## src/rtl/num_sprite_ctrl_if.sv

```systemverilog
// Raster/handshake bundle between VGA timing, car-control logic and the
// numeric-glyph sprite controller.
interface num_sprite_ctrl_if;
  logic [9:0]  h_cnt;
  logic [9:0]  v_cnt;
  logic        valid;
  logic [15:0] digit_in;
  logic        digit_we;
  logic        busy;
  logic        done;
  logic [16:0] pixel_addr;
  logic        sprite_hit;

  modport master (
    output h_cnt, v_cnt, valid, digit_in, digit_we,
    input  busy, done, pixel_addr, sprite_hit
  );

  modport slave (
    input  h_cnt, v_cnt, valid, digit_in, digit_we,
    output busy, done, pixel_addr, sprite_hit
  );
endinterface

```

## src/rtl/num_sprite_ctrl.sv

```systemverilog
// Sequences a row of 64x64 digit sprites over the raster, sharing one glyph ROM,
// with frame-boundary double-buffered digit updates.
module num_sprite_ctrl #(
  parameter int unsigned X0         = 192,
  parameter int unsigned Y0         = 208,
  parameter int unsigned NUM_DIGITS = 4,
  parameter int unsigned ROM_LAT    = 1,
  parameter int unsigned V_COMMIT   = 480
) (
  input  logic              clk,
  input  logic              rst,
  num_sprite_ctrl_if.slave  bus
);

  localparam int unsigned CW    = 10;
  localparam int unsigned XW    = 11;
  localparam int unsigned AW    = 17;
  localparam int unsigned DW    = 16;
  localparam int unsigned WIN_W = 64 * NUM_DIGITS;

  typedef enum logic {IDLE, PENDING} state_t;

  state_t          state_q;
  logic [DW-1:0]   pending_q;
  logic [DW-1:0]   active_q;
  logic            busy_q;
  logic            done_q;
  logic [AW-1:0]   addr_q;
  logic [ROM_LAT:0] hit_q;

  logic [XW-1:0]   dx_c;
  logic [XW-1:0]   dy_c;
  logic [3:0]      code_c;
  logic            in_win_c;
  logic            hit0_c;
  logic            commit_c;

  // Offsets are taken at 11 bits so a pixel left of / above the row goes negative.
  assign dx_c = XW'(bus.h_cnt) - XW'(X0);
  assign dy_c = XW'(bus.v_cnt) - XW'(Y0);

  assign code_c   = active_q[{dx_c[7:6], 2'b00} +: 4];
  assign in_win_c = bus.valid
                  && !dx_c[XW-1] && (dx_c < XW'(WIN_W))
                  && !dy_c[XW-1] && (dy_c < XW'(64));
  assign hit0_c   = in_win_c && (code_c <= 4'd9);
  assign commit_c = (bus.v_cnt == CW'(V_COMMIT)) && (bus.h_cnt == CW'(0));

  // Address stage and hit delay line aligning the flag with ROM data.
  always_ff @(posedge clk) begin
    if (rst) begin
      addr_q <= '0;
      hit_q  <= '0;
    end else begin
      if (hit0_c) addr_q <= AW'({code_c, dy_c[5:0], dx_c[5:0]});
      else        addr_q <= '0;
      hit_q[0] <= hit0_c;
      for (int unsigned i = 1; i <= ROM_LAT; i++) begin
        hit_q[i] <= hit_q[i-1];
      end
    end
  end

  // Digit update FSM: a write waits in pending until the commit line.
  always_ff @(posedge clk) begin
    if (rst) begin
      state_q   <= IDLE;
      pending_q <= '1;
      active_q  <= '1;
      busy_q    <= 1'b0;
      done_q    <= 1'b0;
    end else begin
      done_q <= 1'b0;
      case (state_q)
        IDLE: begin
          if (bus.digit_we) begin
            pending_q <= bus.digit_in;
            state_q   <= PENDING;
            busy_q    <= 1'b1;
          end
        end
        PENDING: begin
          if (commit_c) begin
            active_q <= pending_q;
            done_q   <= 1'b1;
            // A write landing on the commit cycle is held for the next frame.
            if (bus.digit_we) begin
              pending_q <= bus.digit_in;
            end else begin
              state_q <= IDLE;
              busy_q  <= 1'b0;
            end
          end else if (bus.digit_we) begin
            pending_q <= bus.digit_in;
          end
        end
        default: begin
          state_q <= IDLE;
          busy_q  <= 1'b0;
        end
      endcase
    end
  end

  assign bus.busy       = busy_q;
  assign bus.done       = done_q;
  assign bus.pixel_addr = addr_q;
  assign bus.sprite_hit = hit_q[ROM_LAT];

endmodule
```

## src/flat_wrapper.sv

```systemverilog
// flat-port wrapper written by rule: the top's interface ports become plain ports
module num_sprite_ctrl_flat 
#(
  parameter int unsigned X0         = 192,
  parameter int unsigned Y0         = 208,
  parameter int unsigned NUM_DIGITS = 4,
  parameter int unsigned ROM_LAT    = 1,
  parameter int unsigned V_COMMIT   = 480
)
  (clk, rst, bus_h_cnt, bus_v_cnt, bus_valid, bus_digit_in, bus_digit_we, bus_busy, bus_done, bus_pixel_addr, bus_sprite_hit);
  num_sprite_ctrl_if bus_i ();
  input  logic clk;
  input  logic rst;
  input wire logic [$bits(bus_i.h_cnt)-1:0] bus_h_cnt;
  input wire logic [$bits(bus_i.v_cnt)-1:0] bus_v_cnt;
  input wire logic [$bits(bus_i.valid)-1:0] bus_valid;
  input wire logic [$bits(bus_i.digit_in)-1:0] bus_digit_in;
  input wire logic [$bits(bus_i.digit_we)-1:0] bus_digit_we;
  output wire logic [$bits(bus_i.busy)-1:0] bus_busy;
  output wire logic [$bits(bus_i.done)-1:0] bus_done;
  output wire logic [$bits(bus_i.pixel_addr)-1:0] bus_pixel_addr;
  output wire logic [$bits(bus_i.sprite_hit)-1:0] bus_sprite_hit;
  assign bus_i.h_cnt = bus_h_cnt;
  assign bus_i.v_cnt = bus_v_cnt;
  assign bus_i.valid = bus_valid;
  assign bus_i.digit_in = bus_digit_in;
  assign bus_i.digit_we = bus_digit_we;
  assign bus_busy = bus_i.busy;
  assign bus_done = bus_i.done;
  assign bus_pixel_addr = bus_i.pixel_addr;
  assign bus_sprite_hit = bus_i.sprite_hit;
  num_sprite_ctrl #(.X0(X0), .Y0(Y0), .NUM_DIGITS(NUM_DIGITS), .ROM_LAT(ROM_LAT), .V_COMMIT(V_COMMIT)) u_core (.clk(clk), .rst(rst), .bus(bus_i));
endmodule
```

## config.mk

```make
export PLATFORM = sky130hd
export DESIGN_NAME = num_sprite_ctrl_flat
export DESIGN_NICKNAME = d
export VERILOG_FILES = /design/src/rtl/num_sprite_ctrl_if.sv /design/src/rtl/num_sprite_ctrl.sv /design/src/flat_wrapper.sv
export SDC_FILE = /design/constraint.sdc
export NUM_CORES = 1
export LEC_CHECK = 0
export CORE_ASPECT_RATIO = 1.75
export CORE_MARGIN = 2
export CORE_UTILIZATION = 50
export CTS_CLUSTER_DIAMETER = 40
export DETAILED_ROUTE_END_ITERATION = 6
export GPL_TIMING_DRIVEN = 0
export PLACE_DENSITY_LB_ADDON = 0.15
export SKIP_LAST_GASP = 1
export SYNTH_ARGS = -nofsm -noshare
export SYNTH_HDL_FRONTEND = slang
export SYNTH_SLANG_ARGS = --single-unit
export TNS_END_PERCENT = 20
```

## constraint.sdc

```tcl
create_clock -name clk -period 3.5 [get_ports clk]
set_input_delay 0.7 -clock clk [delete_from_list [all_inputs] [get_ports clk]]
set_output_delay 0.7 -clock clk [all_outputs]
set_load 0.01 [all_outputs]
```

# Word level (Yosys, flattened, before mapping)

Index checks and enable logic that the tools add are counted.
W data, S select, Z words.

Add/subtract/negate cells: 2
$lt $le $gt $ge: 3
Equality and inequality tests: 4
Shift-type cells: 1
Mux-type cells: 9
Bitwise logic cells: 2
Reduce and logical (&&, ||, !) cells: 13

Operators with widths:

| kind                    | count |
|---|---|
| $sub A10 B8 Y11 const B | 2 |
| $mux W16                | 1 |
| $shiftx A16 B5 Y4       | 1 |
| $lt A11 B7 Y1 const B   | 1 |
| $lt A11 B9 Y1 const B   | 1 |
| $eq A10 B9 Y1 const B   | 1 |
| $logic_not A10 Y1       | 1 |
| $logic_and A1 B1 Y1     | 6 |
| $mux W1                 | 6 |
| $ne A2 B2 Y1 const B    | 3 |
| $le A4 B4 Y1 const B    | 1 |
| $pmux W1 S2             | 2 |
| $reduce_or A2 Y1        | 2 |
| $reduce_and A3 Y1       | 1 |
| $logic_not A1 Y1        | 2 |
| $not A1 Y1              | 2 |
| $reduce_and A2 Y1       | 1 |

Bits in registers: 54
Input port bits: 40
Output and inout bits: 20
Logic and storage cells: 42

# Longest topological paths before layout

Depth in word-level cells: 9
Mapped depth: 8
Gate-level depth less buffers: 6

# Worst setup path before layout

OpenSTA, ideal clock, no wires.

Path type: input to register
Start point: in bus_h_cnt[6]
End point: reg u_core.addr_q[10] (netlist: u_core.bus.pixel_addr[10])
Setup time: 0.073 ns
Arrival: 2.198 ns
Required time: 3.427 ns
Path slack: 1.229 ns
Stages: 7
Buffers on the path: 1
Cells stage by stage: inv_1 > ha_1 > mux4_2 > o21ai_2 > nand3_2 > buf_6 > nor3_2

Cells in the longest elaborated chain, start to end: 9
Elaborated cells on any way between the ends: 12
Those cells by class: add/sub: 1; order compare: 2; shift: 1; bitwise: 1; reduce/logical: 7

Ends and longest elaborated chain:

| item                                                 | line                  | source |
|---|---|---|
| from (decl)                                          | flat_wrapper.sv:14    | `input wire logic [$bits(bus_i.h_cnt)-1:0] bus_h_cnt;` |
| $sub A10 B8 Y11 *                                    | num_sprite_ctrl.sv:39 | `assign dx_c = XW'(bus.h_cnt) - XW'(X0);` |
| branches (longest 5 deep; another with $le A4 B4 Y1) | n/a                   |  |
| $logic_and A1 B1 Y1 *                                | num_sprite_ctrl.sv:46 | `assign hit0_c = in_win_c && (code_c <= 4'd9);` |
| $not A1 Y1 (no line) *                               | n/a                   |  |
| $reduce_or A2 Y1 (no line) *                         | n/a                   |  |
| to (signal assigned)                                 | num_sprite_ctrl.sv:55 | `if (hit0_c) addr_q <= AW'({code_c, dy_c[5:0], dx_c[5:0]});` |
| to (decl)                                            | num_sprite_ctrl.sv:28 | `logic [AW-1:0] addr_q;` |

Every way passes the cells marked *.
A chain may end at the register's enable or synchronous reset.

# Final worst setup path

Start point: in bus_h_cnt[6]
End point: reg u_core.active_q[10]

Cells in the longest elaborated chain, start to end: 3

Ends and longest elaborated chain:

| item                        | line                  | source |
|---|---|---|
| $logic_not A10 Y1           | num_sprite_ctrl.sv:47 | `assign commit_c = (bus.v_cnt == CW'(V_COMMIT)) && (bus.h_cnt == CW'(0));` |
| $logic_and A1 B1 Y1         | num_sprite_ctrl.sv:47 |  |
| $reduce_and A2 Y1 (no line) | n/a                   |  |
| to (signal assigned)        | num_sprite_ctrl.sv:84 | `active_q <= pending_q;` |
| to (decl)                   | num_sprite_ctrl.sv:25 | `logic [DW-1:0] active_q;` |

Every way passes these cells.

==> metrics.csv <==
stage;metric;value;unit
outcome;outcome;finished clean;
cts;cts_sinks;53;
die;dieArea;5076;µm²
synth;syn_area;2251;µm²
drt;routedWlPerCell;15.01;µm
sta;grt_setup_unrepaired;no;
placed_design;hpwl;3.954;mm
critical_path;critPathArrivalTime;3030;ps
critical_path;cp_max_fo;10;
synth;synth_nets;273;
cells_and_area;final_cell_mix;57 x clkdlybuf4s50_1, 53 x dfxtp_1, 19 x inv_1;
grt;grt_first_pass_wirelength;8.197;mm
cts;cts_buffers;5;
pwr;power_density;389.4;nW/µm²
grt;antenna_found_initial;0;
sta;slew_headroom;59.89;%
drt;finalWirelength;5.180;mm
cts;clkSlewWorstSetupHoldPaths;90;ps
cts;clock-root-buffer;clkbuf_8;
critical_path;crit_slowest_cell;clkdlybuf4s50_1;
drt;route.vias.total;1896;
sta;period_share;82.02;%
placed_design;port_buffers;57;
critical_path;path_class;input pin to flop;
critical_path;path_cells;clkdlybuf4s50_1, inv_1, ha_1, nor4b_2, nand3_1, buf_2, o31ai_1, nand3_1;
pwr;switchingPower;0.2530;mW
pwr;combPwrFrac;10.6;%
critical_path;required;3660;ps
grt;grt_max_degree;16;
hold_path;hold_class;flop to flop;
sta;skew;4.433;ps
grt;grt.overflow.total;0;
critical_path;endpoint_kind;flop;
cells_and_area;nNetsFinal;337;
critical_path;crit_path_start_kind;input pin;
cells_and_area;diodes;0;
pwr;p_leak;1.157;nW
sta;timing.fmax;0.3483;GHz
sta;setup_violations;0;
pwr;p_seq_share;53.2;%
sta;slew_viol_final;0;
cts;worstSkewPairLatency;300;ps
sta;setup_tns;0;ps
synth;synth.ff_latch_count;53;
pwr;power.internal;0.9159;mW
synth;yosysWarnings;0;
drt;drc;0;
cells_and_area;layout_commonest_cell;clkdlybuf4s50_1;
synth;ys_types;34;
critical_path;crit_top_cell;nand3_1;
cts;post_cts_buffers;0;
sta;tightestPinTransition;601.7;ps
die;die_w;54.72;µm
cells_and_area;drive_gt1_share;11.22;%
die;die_height;92.76;µm
drt;first_pass_iters;4;
grt;track_usage;22.04;%
cells_and_area;area_growth;33.35;%
pwr;sw_frac_of_total;21.64;%
pwr;pwr-share-clk;36.2;%
drt;ant_nets;0;
critical_path;path_delay_family;buffers and inverters;
pwr;finalPower;1.169;mW
grt;first_global_vias;1887;
synth;ys_seq_area_share;47.14;%
placed_design;dpl_cell_area;2885;µm²
cts;cts_max_level;2;
synth;synth_area_per_cell;9.829;µm²
sta;hold_viol;0;
cts;cts_tree;built;
critical_path;slowest_delay;560;ps
sta;min_period;2871;ps
die;core_area;4364;µm²
synth;syn_inst;229;
run;cap_violations;0;
placed_design;place_congestion;0.7996;
die;initial_utilization;51.58;%
die;pin_count;60;
pwr;ir_worst_vdd;304.6;µV
die;row_count;32;
drt;first_iter_violations;43;
drt;vias_per_cell;5.496;
critical_path;path_buf_inv;3;
cts;ctsResizeCount;0;
cts;postCtsHoldBufs;0;
cts;clockBufferDepth;2;
cells_and_area;stdcell_area;3002;µm²
==> path summary, 6_finish.rpt <==
kind,cells past startpoint,to,start,slack [ps]
setup / recovery,8,u_core.active_q[10],bus_h_cnt[6],630
hold / removal,1,u_core.hit_q[1],u_core.hit_q[0],450
setup reg to reg,5,u_core.active_q[10],u_core.state_q,1760
hold reg to reg,1,u_core.hit_q[1],u_core.hit_q[0],450
==> Yosys cell counts <==
cell	n	share of area, %
o21ai_2	1	0.39
o21ai_0	4	0.89
nor4b_2	2	1.3
conb_1	1	0.17
or3_1	1	0.28
nand2_1	18	3.0
o211a_1	1	0.44
xor2_1	3	1.2
buf_2	7	1.6
nand3_1	17	3.8
a21oi_1	3	0.67
clkinv_1	1	0.17
nand3b_1	1	0.33
and4_1	1	0.39
xnor2_1	2	0.78
nand3_2	1	0.44
and2_1	1	0.28
nor3b_1	1	0.33
dfxtp_1	53	47
buf_4	1	0.33
and3_1	2	0.56
nor3_2	9	4.0
nor2b_1	1	0.28
clkbuf_1	8	1.3
nor3_1	7	1.6
mux2i_1	16	7.1
inv_1	19	3.2
nand4_1	18	5.0
nor2_1	1	0.17
nor4_1	2	0.56
o31ai_1	17	5.7
mux4_2	4	4.0
buf_6	1	0.50
ha_1	4	2.2
==> logic make-up after synthesis <==
logic type	count (synthesis)	share of synthesized area, %
simple gates	83	22.29
xor+xnor	5	1.946
flops	53	47.14
mux	20	11.12
other cells	1	0.1666
fa+ha+maj	4	2.224
compound gates	26	8.060
buf+inv	37	7.059
==> worst reg2reg max path, stage by stage, from the launching register on <==
cell	delay, ps
dfxtp_1	310
buf_2	210
clkinv_1	290
clkbuf_1	300
o31ai_1	350
nand3_1	140
==> layer usage <==
metal	vias to the layer above	part of all wire, %	track usage, %
met5	-	0	0
met2	54	57	41.37
met1	889	36	21.40
met4	0	2.5	10.21
li1	942	-	-
met3	11	4.4	3.548
==> power by group through the flow <==
stage	clock network [mW]	logic (mW)	registers (mW)
after floorplan	0	0.0577	0.635
after global placement	0	0.121	0.636
after detailed placement	0	0.123	0.636
after CTS	0.426	0.124	0.622
after global routing	0.455	0.135	0.624
final	0.423	0.124	0.622
==> sequential cells by signal, indices dropped and copies added, names as in the netlist <==
signal	count
u_core.active_q	16
u_core.bus.pixel_addr	16
u_core.pending_q	16
u_core.hit_q	2
u_core.bus.busy	1
u_core.bus.done	1
u_core.state_q	1
==> cell type report <==
type,count,area (µm²)
tap,51,63.81
inverter,20,75.07
fill,371,1363
timing repair buffer,57,570.5
sequential,53,1061
clock inverter,1,30.03
multi-input combinational,139,1031
clock buffer,7,86.33
buffer,17,83.83
==> metrics by stage <==
stage	hold slack, ps	worst slack [ps]	instances	utilization, %
floorplan	413.8	1229	229	-
global placement	421.2	414.8	337	66.11
detailed placement	430.0	305.3	337	66.11
CTS	450.9	623.1	345	68.78
global route	472.1	448.3	345	68.78
finish	445.8	629.1	345	68.78
(Power assumes the default switching activity.)
